File: config.mk
export PLATFORM = sky130hd
export DESIGN_NAME = stream_fifo
export DESIGN_NICKNAME = d
export VERILOG_FILES = /design/src/rtl/stream_fifo_pkg.sv /design/src/rtl/stream_fifo_ptr.sv /design/src/rtl/stream_fifo.sv
export SDC_FILE = /design/constraint.sdc
export NUM_CORES = 1
export LEC_CHECK = 0
export CORE_ASPECT_RATIO = 1.75
export CORE_UTILIZATION = 40
export CTS_CLUSTER_DIAMETER = 100
export CTS_CLUSTER_SIZE = 24
export DETAILED_ROUTE_END_ITERATION = 10
export PLACE_DENSITY_LB_ADDON = 0.15
export SYNTH_ARGS = -nofsm -noshare
export SYNTH_HDL_FRONTEND = slang
export SYNTH_SLANG_ARGS = --single-unit
File: constraint.sdc
create_clock -name clk -period 3.6 [get_ports clk]
set_input_delay 0.36 -clock clk [delete_from_list [all_inputs] [get_ports clk]]
set_output_delay 0.36 -clock clk [all_outputs]
set_load 0.02 [all_outputs]
File: src/rtl/stream_fifo_pkg.sv
// Shared definitions for the stream_fifo elastic buffer.
// Holds default sizing and the {last,data} beat layout.
package stream_fifo_pkg;

   localparam int unsigned LEN_DEF   = 8;
   localparam int unsigned DEPTH_DEF = 4;

   typedef struct packed {
      logic                last;
      logic [LEN_DEF-1:0]  data;
   } beat_t;

endpackage

File: src/rtl/stream_fifo_ptr.sv
// Wrapping AW-bit FIFO pointer with increment enable
// and synchronous active-low clear.
module fifo_ptr #(
   parameter int unsigned AW = 2
) (
   input  logic          i_clk,
   input  logic          i_rst_n,
   input  logic          i_inc,
   output logic [AW-1:0] o_ptr
);

   logic [AW-1:0] r_ptr;

   always_ff @(posedge i_clk) begin
      if (!i_rst_n) begin
         r_ptr <= '0;
      end else if (i_inc) begin
         r_ptr <= r_ptr + AW'(1);
      end
   end

   assign o_ptr = r_ptr;

endmodule

File: src/rtl/stream_fifo.sv
// Packet-aware first-word-fall-through FIFO between the adder and sink stages.
// Tracks occupancy and the number of stored last-of-packet beats.
module stream_fifo
   import stream_fifo_pkg::*;
#(
   parameter  int unsigned LEN   = LEN_DEF,
   parameter  int unsigned DEPTH = DEPTH_DEF,
   localparam int unsigned AW    = $clog2(DEPTH)
) (
   input  logic           clk,
   input  logic           rst,
   input  logic [LEN-1:0] data_in,
   input  logic           valid_in,
   input  logic           last_in,
   output logic           ready_out,
   output logic [LEN-1:0] data,
   output logic           valid,
   output logic           last,
   input  logic           ready,
   output logic [AW:0]    level,
   output logic [AW:0]    pkts
);

   logic [LEN:0]  r_mem [DEPTH];
   logic [AW:0]   r_cnt;
   logic [AW:0]   r_pkt;

   logic [AW-1:0] w_wp;
   logic [AW-1:0] w_rp;
   logic [LEN:0]  w_head;
   logic          w_empty;
   logic          w_full;
   logic          w_wr;
   logic          w_rd;
   logic          w_pkt_in;
   logic          w_pkt_out;

   fifo_ptr #(.AW(AW)) u_wp (
      .i_clk   (clk),
      .i_rst_n (rst),
      .i_inc   (w_wr),
      .o_ptr   (w_wp)
   );

   fifo_ptr #(.AW(AW)) u_rp (
      .i_clk   (clk),
      .i_rst_n (rst),
      .i_inc   (w_rd),
      .o_ptr   (w_rp)
   );

   assign w_empty   = (r_cnt == '0);
   assign w_full    = (r_cnt == (AW+1)'(DEPTH));
   // ready_out depends only on stored state, never on downstream ready
   assign ready_out = rst & ~w_full;
   assign valid     = rst & ~w_empty;

   assign w_wr      = valid_in & ready_out;
   assign w_rd      = valid & ready;

   assign w_head    = r_mem[w_rp];
   assign data      = w_head[LEN-1:0];
   assign last      = w_head[LEN];

   assign w_pkt_in  = w_wr & last_in;
   assign w_pkt_out = w_rd & w_head[LEN];

   assign level     = r_cnt;
   assign pkts      = r_pkt;

   always_ff @(posedge clk) begin
      if (w_wr) begin
         r_mem[w_wp] <= {last_in, data_in};
      end
   end

   always_ff @(posedge clk) begin
      if (!rst) begin
         r_cnt <= '0;
      end else begin
         unique case ({w_wr, w_rd})
            2'b10:   r_cnt <= r_cnt + (AW+1)'(1);
            2'b01:   r_cnt <= r_cnt - (AW+1)'(1);
            default: r_cnt <= r_cnt;
         endcase
      end
   end

   always_ff @(posedge clk) begin
      if (!rst) begin
         r_pkt <= '0;
      end else begin
         unique case ({w_pkt_in, w_pkt_out})
            2'b10:   r_pkt <= r_pkt + (AW+1)'(1);
            2'b01:   r_pkt <= r_pkt - (AW+1)'(1);
            default: r_pkt <= r_pkt;
         endcase
      end
   end

endmodule

Yosys cells after proc, flatten, opt, wreduce, memory -nomap -nowiden. Memory sizes are Yosys's and may differ from the RTL's. A register that Yosys moved wholly into a read port is not among the register bits. Cells that the tools add are included.

Bits in registers: 10. Input bits: 13. Memories: 1. ROM bits: 0. Logic and storage cells: 33. Bits in latches: 0. Bits in writable memories: 36.

Memories: r_mem (words 4, bits a word 9, rd ports 1, clocked after Yosys merged registers in 1, write ports 1, RTL line stream_fifo.sv:24) `logic [LEN:0] r_mem [DEPTH];`.

Multiplexer cells: 6. Magnitude comparators: 0. $add $sub $neg: 6. Div/mod/pow operators: 0. Eq/ne operators: 5. Bitwise operators: 8. Reduce and logical (&&, ||, !) cells: 3. Multiply operators: 0. Shift-type cells: 0.

Operators with widths (number): case mux 3 bit (2 select lines) (2); adder 3 x 1 -> 3 bit (second input constant) (2); bitwise AND 1 bit (6); subtractor 3 x 1 -> 3 bit (second input constant) (2); adder 2 x 1 -> 2 bit (second input constant) (2); equality test 2 x 1 -> 1 bit (second input constant) (2); equality test 2 bit (second input constant) (2); two-way mux 2 bit (2); nonzero test 2 bit (2); equality test 3 bit (second input constant) (1); logical NOT 3 bit (1); two-way mux 1 bit (2); NOT 1 bit (2).

Logic depth before layout (Yosys ltp).
Depth after elaboration: 7. Gate-level depth with buffers: 9. Depth with buffers taken out: 9.

By module. Synthesis repeated with hierarchy kept, for this count alone.

Cell total of the unflattened synthesis: 105. Area total of the unflattened synthesis: 1894.3 um^2.

By module, submodules not included: stream_fifo (cells an instance 89, seq. area each 1201.2 um^2, area each 1736.7 um^2, times used 1); fifo_ptr (cells an instance 8, seq. area each 40.0 um^2, area each 78.8 um^2, times used 2).

Worst setup path before layout. No wires, ideal clock.

Kind: register -> register. Start: reg (tool-made name). End: reg r_pkt[2] (netlist: pkts[2]). Library setup time: 0.070 ns. Required time: 3.530 ns. Clock period less this slack: 2.427 ns. Arrival: 2.358 ns. Slack: 1.173 ns. Cell stages (with the launch flop): 9. Path through: dfxtp_1 buf_6 mux4_2 and2_1 ha_1 fa_1 xnor2_1 or3_1 a21oi_1.

RTL lines: to (signal assigned) (RTL line stream_fifo.sv:94) `2'b10: r_pkt <= r_pkt + (AW+1)'(1);`; to (signal assigned) (RTL line stream_fifo.sv:95) `2'b01: r_pkt <= r_pkt - (AW+1)'(1);`; to (signal assigned) (RTL line stream_fifo.sv:96) `default: r_pkt <= r_pkt;`; to (decl) (RTL line stream_fifo.sv:26) `logic [AW:0] r_pkt;`.

==> metrics.md <==
| Metric | Value |
|---|---|
| Outcome | completed |
| Lkg Pwr | approximately 0.83 nW |
| Post-cts resize count | 0 |
| Largest family of logic cells by synthesized area | multiplexers |
| Longest Clk Path Bufs | 2 |
| Initial antenna violation count | 0 |
| Crit end category | flip-flop |
| Setup bufs post-CTS | 0 |
| DR iter-0 viols | 23 |
| Crit path max fanout | 9 |
| Vias | 1066 |
| Vias in the first global route | approximately 1.1k |
| Measured slew at the worst slew-check pin | roughly 0.52 ns |
| Hold Crit Depth | 2 |
| WL per Instance | 15.5 um |
| Crit path launch type | flip-flop |
| VDD IR-drop max | about 0.00026 V |
| TNS Setup | 0 ns |
| Clk root buf | clkbuf_8 |
| DR DRC count | 0 |
| Seq/Total Area, Yosys | 67.4% |
| Synth Area in Simple Gates | under 10% |
| # diodes | 0 |
| Syn Std Cell Area | between 1500 and 2000 um2 |
| Cts hold-fix bufs | 0 |
| Yosys Warn Count | 0 |
| Most common cell after layout, fill and taps aside | edfxtp_1 |
| Count of different cell masters after synthesis | 21 |
| Row Count | 33 |
| Starting Density | 41.6% |
| Die width | between 50 and 60 um |
| Max-cap viol count | 0 |
| CTS clock-pin slew for the worst setup and hold paths | ~0.080 ns |
| Slowest stage delay, CP | around 0.65 ns |
| Power density over the cells | around 500 nW/um2 |
| R2R cell count | 7 |
| Achievable frequency | ~0.36 GHz |
| Port Buffers | 29 |
| Clock Latency Late Sink | about 0.30 ns |
| Die area | 5190 um2 |
| CP arrival | between 2 and 3 ns |
| Filler cell count in the final layout | 440 |
| Hold WS | around 0.50 ns |
| Via-to-Cell Ratio | about 5.2 |
| XOR/XNOR Fraction of Synth Area | 2.23% |
| RSZ-0062 raised after global routing | no |
| RD Place Congestion | approximately 0.7 |
| Final Hold Vio Count | 0 |
| Mean Syn Cell Area | 16.6 um2 |
| P&R area growth vs syn | 22.7% |
| Total routed wirelength | 3170 um |
| CTS sink count | 48 |
| Top post-synthesis cells by area | edfxtp_1, dfxtp_1, mux4_1, ha_1, fa_1 |
| Fin. max-slew vios | 0 |
| Net count, final | 172 |
| Post-Synth Adder-Cell Area | 5.87% |
| Compound-Gate Fraction of Synth Area | between 2 and 3% |
| Hold EP | u_rp.o_ptr[1]$_SDFFE_PN0P_ |
| CTS tree | yes |
| Area leader, netlist | edfxtp_1 |
| Final Critical Period | 2.76 ns |
| Internal reg-to-reg setup slack | 0.84 ns |
| Critical path required time | between 3 and 4 ns |
| Final global-route overflow total | 0 |
| Most frequent cells in the layout | edfxtp_1, clkdlybuf4s50_1, dfxtp_1 |
| Period utilisation layout | 76.7% |
| Antenna violation net count after detailed routing | 0 |
| Core area | ~4700 um2 |
| Num ports | 30 |
| WP buf/inv | 0 |
| Crit-path leading delay family | flip-flops |
| Hold WC Path Type | flip-flop to flip-flop |
| Tot GR Track Use | 14.5% |
| Critical path class | flip-flop to flip-flop |
| H-tree levels | 2 |
| Post-Synthesis Cells | 118 |
| Largest net degree at the start of global routing | 15 |
| CP Cell Sequence | mux4_2, and2_1, ha_1, fa_1, xnor2_1, or3_1, a21oi_1 |
| CTS buffer count | 5 |
| CP max stage cell | dfxtp_1 |
| DRT Pass-1 Iters | 4 |
| Setup Viol. Count Final | 0 |
| Share of layout cells above drive strength 1 | around 5.9% |
| Chip height | between 90 and 100 um |
| FF+latch count, synth | 48 |
| Slew HR | around two thirds |
| FF-to-FF End | pkts[2]$_SDFFE_PN0P_ |
| First-pass GRT wire length | 5070 um |
| Max Clock Skew | 0.00725 ns |
| Placed wire-length estimate | 2240 um |
| Min-delay src | u_rp.o_ptr[1]$_SDFFE_PN0P_ |
| Area fraction of the dominant cell type after synthesis | around 55% |
| Mux share of post-synthesis cell area | between 10% and 20% |
| Synthesized net count | about 140 |
[worst min-delay path: cells and delay by family (launching register included)]
family | cells | cell delay (ns)
compound gates | 2 | 0.14
flops | 1 | 0.31
[metrics by stage]
step           std cells  setup slack, ns  instance area [um2]  power, mW  utilization, %
6_report             204            0.840                 2400       1.20            51.1
3_3_place_gp         196            0.944                 2300      0.835            48.8
4_1_cts              204            0.793                 2400       1.21            51.1
3_5_place_dp         196            0.865                 2300      0.840            48.8
5_1_grt              204            0.700                 2400       1.25            51.1
2_1_floorplan        118             1.17                 1960      0.763               -
[cell usage after synthesis, drive strengths merged]
cell,count
a21oi,6
nand2,5
inv,8
or3,3
nor2,10
o31ai,1
o21ai,3
nor3,1
mux4,9
fa,2
and2,5
dfxtp,12
ha,6
mux2i,3
buf,1
edfxtp,36
clkbuf,2
xor2,4
xnor2,1
[routing by layer]
metal / routed length [um] / vias to the layer above / part of all wire, % / global-route usage (%)
met4: 82 / 0 / 2.6 / 8.13
met3: 105 / 6 / 3.3 / 3.86
met5: 0 / - / 0 / 0
met1: 1220 / 532 / 38 / 14.9
met2: 1760 / 23 / 56 / 24.9
li1: - / 505 / - / -
[registers in the layout, indices dropped and copies added (netlist names), named ones only]
| register | cells |
|---|---|
| r_mem | 36 |
| level | 3 |
| pkts | 3 |
| u_rp.o_ptr | 2 |
| u_wp.o_ptr | 2 |
[power by group]
part	total [mW]	switching (mW)	internal [mW]	leakage [nW]
logic	0.178	0.0860	0.0922	0.351
registers	0.646	0.0243	0.622	0.425
clock network	0.373	0.167	0.206	0.0552
[how the worst max path moves through the flow]
stage,from,endpoint,cells past startpoint
after global placement,flip-flop,pkts[2]$_SDFFE_PN0P_,7
after floorplan,flip-flop,pkts[2]$_SDFFE_PN0P_,8
after detailed placement,flip-flop,pkts[2]$_SDFFE_PN0P_,7
after global routing,flip-flop,pkts[2]$_SDFFE_PN0P_,7
after CTS,flip-flop,pkts[2]$_SDFFE_PN0P_,7
final,flip-flop,pkts[2]$_SDFFE_PN0P_,7
[area by class of cell]
class                           instances  area, um2  share of cell area [%]
Sequential cell                        48       1320                    55.0
Multi-Input combinational cell         59        589                    24.5
Timing Repair Buffer                   29        290                    12.1
Clock buffer                            6       72.6                    3.02
Tap cell                               52       65.1                    2.71
Clock inverter                          2       35.0                    1.46
Inverter                                8       30.0                    1.25
[cells by family (layout without fill, tap and decap cells)]
logic type | count (synthesis) | after routing
flip-flops | 48 | 48
AND/OR/NAND/NOR | 24 | 24
multiplexers | 12 | 12
buffers and inverters | 11 | 45
AO/OA/AOI/OAI | 10 | 10
adder cells (fa/ha/maj) | 8 | 8
XOR/XNOR | 5 | 5
No activity file was read; power rests on OpenSTA's default activity.
